### config.mk
export PLATFORM = sky130hd
export DESIGN_NAME = rv_register_bank
export DESIGN_NICKNAME = d
export VERILOG_FILES = /design/src/rtl/rv_register_bank.sv
export SDC_FILE = /design/constraint.sdc
export NUM_CORES = 1
export LEC_CHECK = 0
export BUFFER_PORTS_ARGS = -buffer_cell sky130_fd_sc_hd__buf_2
export CAP_MARGIN = 0
export CORE_ASPECT_RATIO = 0.9
export CORE_MARGIN = 3
export CORE_UTILIZATION = 52
export DETAILED_ROUTE_END_ITERATION = 12
export PLACE_DENSITY = 0.77
export SYNTH_ARGS = -nofsm -noshare
export SYNTH_HDL_FRONTEND = slang
export SYNTH_SLANG_ARGS = --single-unit
### constraint.sdc
create_clock -name CLK_I -period 2 [get_ports CLK_I]
set_input_delay 0.3 -clock CLK_I [delete_from_list [all_inputs] [get_ports CLK_I]]
set_output_delay 0.3 -clock CLK_I [all_outputs]
set_load 0.005 [all_outputs]
### src/rtl/rv_register_bank.sv
// Host-facing ready/valid bridge to NUM_REGS device registers: buffered device
// changes are reported round-robin, host writes fan out as per-register pulses.
module rv_register_bank #(
  parameter int NUM_REGS   = 4,
  parameter int DATA_WIDTH = 8,
  parameter int ADDR_WIDTH = $clog2(NUM_REGS)
) (
  input  logic                           CLK_I,
  input  logic                           RST_NI,
  input  logic                           READ_ENABLE_I,
  input  logic                           READ_READY_I,
  output logic                           READ_VALID_O,
  output logic [ADDR_WIDTH-1:0]          READ_ADDR_O,
  output logic [DATA_WIDTH-1:0]          READ_DATA_O,
  input  logic                           WRITE_ENABLE_I,
  output logic                           WRITE_READY_O,
  input  logic                           WRITE_VALID_I,
  input  logic [ADDR_WIDTH-1:0]          WRITE_ADDR_I,
  input  logic [DATA_WIDTH-1:0]          WRITE_DATA_I,
  output logic                           WRITE_ERR_O,
  output logic [NUM_REGS-1:0]            UPDATE_O,
  output logic [NUM_REGS*DATA_WIDTH-1:0] DATA_O,
  input  logic [NUM_REGS-1:0]            CHANGE_I,
  input  logic [NUM_REGS*DATA_WIDTH-1:0] DATA_I,
  output logic [NUM_REGS-1:0]            READ_O,
  output logic [1:0]                     READ_STATE_O
);

  // Read handshake: a beat transfers on a rising edge where READ_VALID_O and
  // READ_READY_I are both high; address/data are held stable until then.
  localparam logic [1:0] ST_IDLE  = 2'd0;
  localparam logic [1:0] ST_POLL  = 2'd1;
  localparam logic [1:0] ST_VALID = 2'd2;

  logic [1:0]            state_q;
  logic [NUM_REGS-1:0]   pend_q;
  logic [NUM_REGS-1:0]   pend_d;
  logic [DATA_WIDTH-1:0] shadow_q [NUM_REGS];
  logic [DATA_WIDTH-1:0] live     [NUM_REGS];
  logic [ADDR_WIDTH-1:0] ptr_q;
  logic [ADDR_WIDTH-1:0] ptr_next;
  logic                  grant_found;
  logic [ADDR_WIDTH-1:0] grant_idx;
  logic [ADDR_WIDTH-1:0] cand;
  int                    j;
  logic                  grant_take;
  logic                  wr_fire;

  for (genvar g = 0; g < NUM_REGS; g++) begin : g_live
    assign live[g] = DATA_I[g*DATA_WIDTH +: DATA_WIDTH];
  end

  assign READ_STATE_O  = state_q;
  assign WRITE_READY_O = WRITE_ENABLE_I;
  assign wr_fire       = WRITE_VALID_I && WRITE_ENABLE_I;
  assign grant_take    = (state_q == ST_IDLE) && READ_ENABLE_I && grant_found;
  assign ptr_next      = (32'(READ_ADDR_O) == 32'(NUM_REGS - 1)) ? '0
                                                                 : READ_ADDR_O + ADDR_WIDTH'(1);

  // First pending index at or after the pointer, wrapping at NUM_REGS.
  always_comb begin
    grant_found = 1'b0;
    grant_idx   = '0;
    cand        = '0;
    j           = 0;
    for (int k = 0; k < NUM_REGS; k++) begin
      j = int'(ptr_q) + k;
      if (j >= NUM_REGS) cand = ADDR_WIDTH'(j - NUM_REGS);
      else               cand = ADDR_WIDTH'(j);
      if (!grant_found && pend_q[cand]) begin
        grant_found = 1'b1;
        grant_idx   = cand;
      end
    end
  end

  // A new change wins over the clear, so a change during a grant stays pending.
  always_comb begin
    pend_d = pend_q;
    if (grant_take) pend_d[grant_idx] = 1'b0;
    pend_d = pend_d | CHANGE_I;
  end

  always_ff @(posedge CLK_I or negedge RST_NI) begin
    if (!RST_NI) begin
      state_q      <= ST_IDLE;
      pend_q       <= '0;
      ptr_q        <= '0;
      READ_VALID_O <= 1'b0;
      READ_ADDR_O  <= '0;
      READ_DATA_O  <= '0;
      READ_O       <= '0;
      for (int i = 0; i < NUM_REGS; i++) shadow_q[i] <= '0;
    end else begin
      READ_O <= '0;
      pend_q <= pend_d;
      for (int i = 0; i < NUM_REGS; i++) begin
        if (CHANGE_I[i]) shadow_q[i] <= live[i];
      end
      case (state_q)
        ST_IDLE: begin
          if (grant_take) begin
            READ_ADDR_O  <= grant_idx;
            READ_DATA_O  <= shadow_q[grant_idx];
            READ_VALID_O <= 1'b1;
            state_q      <= ST_VALID;
          end else if (READ_ENABLE_I && READ_READY_I) begin
            state_q <= ST_POLL;
          end
        end
        ST_POLL: begin
          READ_ADDR_O  <= ptr_q;
          READ_DATA_O  <= live[ptr_q];
          READ_VALID_O <= 1'b1;
          state_q      <= ST_VALID;
        end
        ST_VALID: begin
          if (READ_READY_I) begin
            READ_VALID_O <= 1'b0;
            READ_O       <= NUM_REGS'(1) << READ_ADDR_O;
            ptr_q        <= ptr_next;
            state_q      <= ST_IDLE;
          end
        end
        default: begin
          READ_VALID_O <= 1'b0;
          state_q      <= ST_IDLE;
        end
      endcase
    end
  end

  always_ff @(posedge CLK_I or negedge RST_NI) begin
    if (!RST_NI) begin
      UPDATE_O    <= '0;
      WRITE_ERR_O <= 1'b0;
      DATA_O      <= '0;
    end else begin
      UPDATE_O    <= '0;
      WRITE_ERR_O <= 1'b0;
      if (wr_fire) begin
        if (32'(WRITE_ADDR_I) < 32'(NUM_REGS)) begin
          UPDATE_O <= NUM_REGS'(1) << WRITE_ADDR_I;
          for (int i = 0; i < NUM_REGS; i++) begin
            if (32'(WRITE_ADDR_I) == 32'(i)) DATA_O[i*DATA_WIDTH +: DATA_WIDTH] <= WRITE_DATA_I;
          end
        end else begin
          WRITE_ERR_O <= 1'b1;
        end
      end
    end
  end

endmodule

==> results of run 1 <==
-- stage by stage --
step	setup WS (ps)	util	total power, mW
finish	218.7	0.6674	5.338
global route	79.30	0.6674	5.675
CTS	205.3	0.6674	5.395
detailed placement	214.8	0.6417	4.278
global placement	292.2	0.6417	4.208
floorplan	448.4	-	3.592
-- cells by family after synthesis --
| family | after synthesis |
|---|---|
| AO/OA/AOI/OAI | 35 |
| adder cells (fa/ha/maj) | 4 |
| buffers and inverters | 22 |
| flip-flops | 91 |
| multiplexers | 82 |
| other | 1 |
| AND/OR/NAND/NOR | 57 |
-- metal layers --
| metal | part of all wire | routed length, um |
|---|---|---|
| met2 | 0.50 | 4480 |
| met5 | 0 | 0 |
| met4 | 0.0073 | 66 |
| met3 | 0.082 | 741 |
| met1 | 0.41 | 3747 |
-- sequential cells by signal, summed over array words and instances, names as in the netlist, 4 cells and up --
name,flops
DATA_O,32
shadow_q,32
READ_DATA_O,8
READ_O,4
UPDATE_O,4
pend_q,4
-- cell usage in the layout (no fill, tap or decap), types with 2 or more instances in the layout --
cell,count
mux4_2,8
clkbuf_8,10
and2_1,4
ha_1,4
mux2i_1,16
a21o_1,5
buf_4,8
inv_1,7
nand2b_1,2
nand3b_1,2
mux2_2,58
o21ai_1,2
a21oi_1,2
a22oi_1,8
nor2_1,7
o221ai_1,8
dfrtp_1,91
nand2_1,30
clkinvlp_4,2
buf_2,104
inv_2,2
o21a_1,2
nor2b_1,4
buf_12,2
clkinv_2,3
-- final cells by class --
| cell class | instances | area, um2 |
|---|---|---|
| inverter | 10 | 37.54 |
| fill | 574 | 2414 |
| clock inverter | 6 | 38.79 |
| tap | 93 | 116.4 |
| timing repair buffer | 115 | 630.6 |
| clock buffer | 10 | 137.6 |
| sequential | 91 | 2277 |
| multi-input combinational | 179 | 1605 |
-- worst max-delay path: cells and delay by family (launching register included) --
| family | cells | cell delay [ps] |
|---|---|---|
| AO/OA/AOI/OAI | 1 | 180 |
| AND/OR/NAND/NOR | 3 | 1010 |
| flip-flops | 1 | 460 |
-- repair_timing --
item,CTS,global route
setup buffers,0,0
gates resized for setup,0,0
hold endpoints to repair,15,0
hold buffers,1,0
-- worst max-delay path by stage --
stage	start	endpoint	slack, ps
after global placement	pend_q[3]	READ_DATA_O[7]	290
after detailed placement	pend_q[3]	READ_DATA_O[6]	210
after floorplan	ptr_q[0]	READ_DATA_O[5]	450
final	pend_q[3]	READ_DATA_O[6]	220
after CTS	pend_q[3]	READ_DATA_O[6]	210
after global routing	pend_q[3]	READ_DATA_O[0]	80
-- power groups by stage --
stage	sequential [mW]	combinational, mW	clock (mW)
final	2.45	1.78	1.11
after global routing	2.49	1.97	1.22
after CTS	2.44	1.81	1.14
after detailed placement	2.48	1.80	0
after global placement	2.47	1.74	0
after floorplan	2.44	1.15	0
==> metrics.yaml, run 1 <==
setup_path:
  regToRegStartpoint: "pend_q[3]"
  timing.rr.end: "READ_DATA_O[6]"
  rrSetupSlack_ps: 220
  crit_slowest_cell: "dfrtp_1"
  max_stage_delay_ps: 460
  arrival_ps: 1980
  path_class: "reg -> reg"
  critPathMaxFanout: 8
  critPathRequiredTime_ps: 2200
  worstRegToRegCells: 4
  crit_chain: "nor4_1, and2b_4, nand2_1, o221ai_1"
  end_kind: "register"
  cp-start-kind: "register"
floorplanning:
  core_um2: 7257
  die_area_um2: 8764
  die_y_um: 89.12
  ios: 107
  core.rowCount: 29
  start_util: 0.5500
  chipWidth_um: 98.35
drt:
  final_antenna_net_count: 0
  post-route-drc-count: 0
  wirelength_mm: 9.036
  route.vias.total: 2807
  viasPerCell: 5.569
  dr.pass1.iters: 4
  drtIter0Drc: 132
  routedWlPerCell_um: 17.93
clocking:
  clock-sinks: 91
  clock_latency_ps: 350
  cts_made_buffers: 9
  cts_tree: "yes"
  clockBufferDepth: 2
  cts.clk_slew.worst_paths_ps: 80
  cts.htree.levels: 3
  root_buffer: "clkbuf_8"
global_routing:
  grt_max_degree: 92
  antenna_found_initial: 0
  grtUsageMet3: 0.05616
  grt_pass1_wl_mm: 14.46
  grt-busiest-layer: "met2"
  grt_use_total: 0.2154
  grt_pass1_vias: 2821
  grtUsageMet1: 0.2879
  grtUsageMet2: 0.3567
  grt_overflow_total: 0
timing:
  period_minus_slack_ps: 1781
  drv_slew: 0
  max_freq_ghz: 0.5614
  hold-worst-slack_ps: 182.0
  finalCritPeriodShare: 0.8906
  clock_skew_ps: 8.416
  max_slew_margin: 0.6367
  finalSetupViolations: 0
  hold_viol_final: 0
  final.setup.tns_ps: 0
  worstMarginPinSlew_ps: 543.4
  rsz0062_at_grt: "no"
placed_design:
  gp_congestion: 0.8553
  place_area_um2: 4657
  hpwlAfterDp_mm: 6.591
  place_inst: 487
  portBuffers: 105
synth:
  synth_fa_ha_area_frac: 0.01254
  synth_compound_area_frac: 0.06991
  syn_area_um2: 3991
  ys.flop_type: "dfrtp_1"
  synth_warnings: 0
  synth_top_cell_by_area: "dfrtp_1"
  synthSimpleGateAreaFrac: 0.06991
  muxShareOfSynthArea: 0.2489
  syn_nets: 348
  synth_edf_count: 0
  synth_cell_types: 42
  synth-seq-cells: 91
  synth_top_family_by_area: "multiplexers"
  ys_top_cells_by_count: "91 x dfrtp_1, 58 x mux2_2, 30 x nand2_1, 16 x mux2i_1"
  synth_area_leaders: "dfrtp_1 57%, mux2_2 16%, mux4_2 4.5%"
  postSynthCellCount: 292
  synth_top_area_share: 0.5705
  synthArstFlopShare: 1.000
  synth_xor_area_frac: 0
  post-synth-top-count-cell: "dfrtp_1"
  avgSynthCellArea_um2: 13.67
  synth_seq_area_share: 0.5705
pwr:
  p_leak_nw: 2.366
  vdd_drop_max_mv: 0.6201
  netSwitchingPower_mw: 1.714
  switching_share: 0.3211
  seq_power_share: 0.458
  p_per_area_nw_per_um2: 1102
  combPwrFrac: 0.334
  power_frac_clock: 0.208
  intPower_mw: 3.624
min_path:
  worstHoldStart: "READ_READY_I"
  min_to: "READ_STATE_O[1]"
  worst_hold_path_type: "in -> reg"
  min_path_cells: 2
cells_and_area:
  num-nets-final: 462
  drive_gt1_frac: 0.5012
  syn_to_final_growth_pct: 21.35
  diodes: 0
  stdcell_area_um2: 4843
  final_cells: 504
status:
  status: "completed"
flow_run:
  drv_cap: 0
(Power assumes the default switching activity.)
==> run 2, diff against run 1 <==
- CORE_ASPECT_RATIO: 0.9 -> 1.1
==> metrics.yaml, run 2 (synthesis gave the netlist of run 1 again) <==
drt:
  wirelength_mm: 8.890  # -1.6%
  route.vias.total: 2740  # -2.4%
  viasPerCell: 5.341  # -4.1%
  drtIter0Drc: 173  # +31%
  routedWlPerCell_um: 17.33  # -3.3%
  final_antenna_net_count: 0  # unchanged
  post-route-drc-count: 0  # unchanged
  dr.pass1.iters: 4  # unchanged
clocking:
  clock-sinks: 91  # unchanged
  cts_made_buffers: 9  # unchanged
  cts.clk_slew.worst_paths_ps: 90  # about the same
  cts_tree: "yes"
  cts.htree.levels: 3  # unchanged
  clock_latency_ps: 350  # about the same
  clockBufferDepth: 2  # unchanged
  root_buffer: "clkbuf_8"
  cts_setup_buffers: 0  # unchanged
  cts_hold_buf: 1  # unchanged
  cts_resized: 0  # unchanged
pwr:
  p_leak_nw: 2.377  # +0.46%
  vdd_drop_max_mv: 0.5229  # -16%
  p_per_area_nw_per_um2: 1112  # +0.91%
  combPwrFrac: 0.328  # -0.006
  power_frac_clock: 0.216  # +0.008
  seq_power_share: 0.455  # -0.003
  switching_share: 0.3226  # +0.001494
  fin_total_pwr_mw: 5.412  # +1.4%
  intPower_mw: 3.666  # +1.2%
  netSwitchingPower_mw: 1.746  # +1.9%
min_path:
  worstHoldStart: "READ_READY_I"
  min_path_cells: 2  # unchanged
  min_to: "READ_STATE_O[1]"
  worst_hold_path_type: "in -> reg"
cells_and_area:
  layout_common_cells: "104 x buf_2, 91 x dfrtp_1, 58 x mux2_2, 30 x nand2_1, 16 x mux2i_1"
  stdcell_area_um2: 4866  # +0.46%
  multi_input_area_um2: 1605  # unchanged
  final_cells: 513  # +1.8%
  num-nets-final: 462  # unchanged
  top_regs: "DATA_O: 32 flops, shadow_q: 32 flops, READ_DATA_O: 8 flops"
  fin_util: 0.6714  # +0.004029
  fill_cells: 538  # -6.3%
  final_common_cell: "buf_2"
  drive_gt1_frac: 0.5012  # unchanged
  diodes: 0  # unchanged
  syn_to_final_growth_pct: 21.91
  regArea_um2: 2277  # unchanged
setup_path:
  critPathRequiredTime_ps: 2200  # about the same
  critPathMaxFanout: 8  # unchanged
  path_class: "reg -> reg"
  rrSetupSlack_ps: 230  # +20 ps
  regToRegStartpoint: "pend_q[3]"
  worstRegToRegCells: 4  # unchanged
  timing.rr.end: "READ_DATA_O[7]"
  end_kind: "register"
  cp-start-kind: "register"
  arrival_ps: 1970  # about the same
floorplanning:
  ios: 107  # unchanged
  die_area_um2: 8764  # about the same
  start_util: 0.5508  # +0.0007597
  core.rowCount: 32  # +10%
  chipWidth_um: 89.54  # -9.0%
  die_y_um: 97.89  # +9.8%
  core_um2: 7247  # -0.14%
timing:
  max_freq_ghz: 0.5663  # +0.87%
  max_slew_margin: 0.5736  # -0.06308
  rsz0062_at_grt: "no"
  worstMarginPinSlew_ps: 639.6  # +96.22 ps
  finalSetupViolations: 0  # unchanged
  hold-worst-slack_ps: 184.1  # +2.074 ps
  finalCritPeriodShare: 0.8829  # -0.007711
  drv_slew: 0  # unchanged
  clock_skew_ps: 13.56  # +5.149 ps
  fin_ws_ps: 234.1  # +15.42 ps
  hold_viol_final: 0  # unchanged
  final.setup.tns_ps: 0  # unchanged
  period_minus_slack_ps: 1766  # -15.42 ps
global_routing:
  grt_pass1_vias: 2923  # +3.6%
  grt_use_total: 0.2132  # -0.002231
  grtUsageMet1: 0.2923  # +0.004322
  grtUsageMet2: 0.3369  # -0.01973
  grtUsageMet3: 0.04557  # -0.01059
  grt_max_degree: 51  # -45%
  antenna_found_initial: 0  # unchanged
  grt-busiest-layer: "met2"
  grt_pass1_wl_mm: 14.46  # unchanged
  grt_overflow_total: 0  # unchanged
status:
  status: "completed"
placed_design:
  portBuffers: 105  # unchanged
  hpwlAfterDp_mm: 6.507  # -1.3%
  place_inst: 496  # +1.8%
  place_area_um2: 4668  # +0.24%
  pre_cts_ws_ps: 278.4  # +63.61 ps
  gp_congestion: 0.8784  # +2.7%
flow_run:
  drv_cap: 0  # unchanged
[run 2: cell count changes in the layout (fill, tap and decap cells not counted), sizes merged]
cell / change
clkbuf: +1
clkinv: +1
clkinvlp: -2
[run 2: critical path, stage by stage (launching register included)]
cell and delay (ps):
dfrtp_1 450, nor4_1 470, and2b_4 270, nand2_1 250, o221ai_1 180
[run 2: final cells by class]
cell class | instances | area share
Clock inverter | 5 | 0.007457
Timing Repair Buffer | 115 | 0.1296
Inverter | 10 | 0.007714
Sequential cell | 91 | 0.4680
Tap cell | 102 | 0.02623
Multi-Input combinational cell | 179 | 0.3299
Clock buffer | 11 | 0.03111
[run 2: metal layers]
layer | vias to the layer above | share of wire
li1 | 1273 | -
met1 | 1378 | 0.44
met2 | 81 | 0.50
met3 | 8 | 0.046
met4 | 0 | 0.0098
met5 | - | 0
[run 2: how the worst max path moves through the flow]
stage	from	endpoint	slack, ps	cells past startpoint
floorplan	ptr_q[0]	READ_DATA_O[5]	450	4
global placement	pend_q[3]	READ_DATA_O[7]	360	4
detailed placement	pend_q[3]	READ_DATA_O[7]	280	4
CTS	pend_q[3]	READ_ADDR_O[1]	270	5
global route	ptr_q[1]	READ_DATA_O[7]	70	5
finish	pend_q[3]	READ_DATA_O[7]	230	4
[run 2: power by group through the flow]
stage,Combinational (mW),Sequential (mW),Clock (mW)
5_1_grt,1.94,2.51,1.28
4_1_cts,1.80,2.46,1.20
6_report,1.78,2.46,1.17
3_5_place_dp,1.79,2.49,0
3_3_place_gp,1.75,2.48,0
2_1_floorplan,1.15,2.44,0
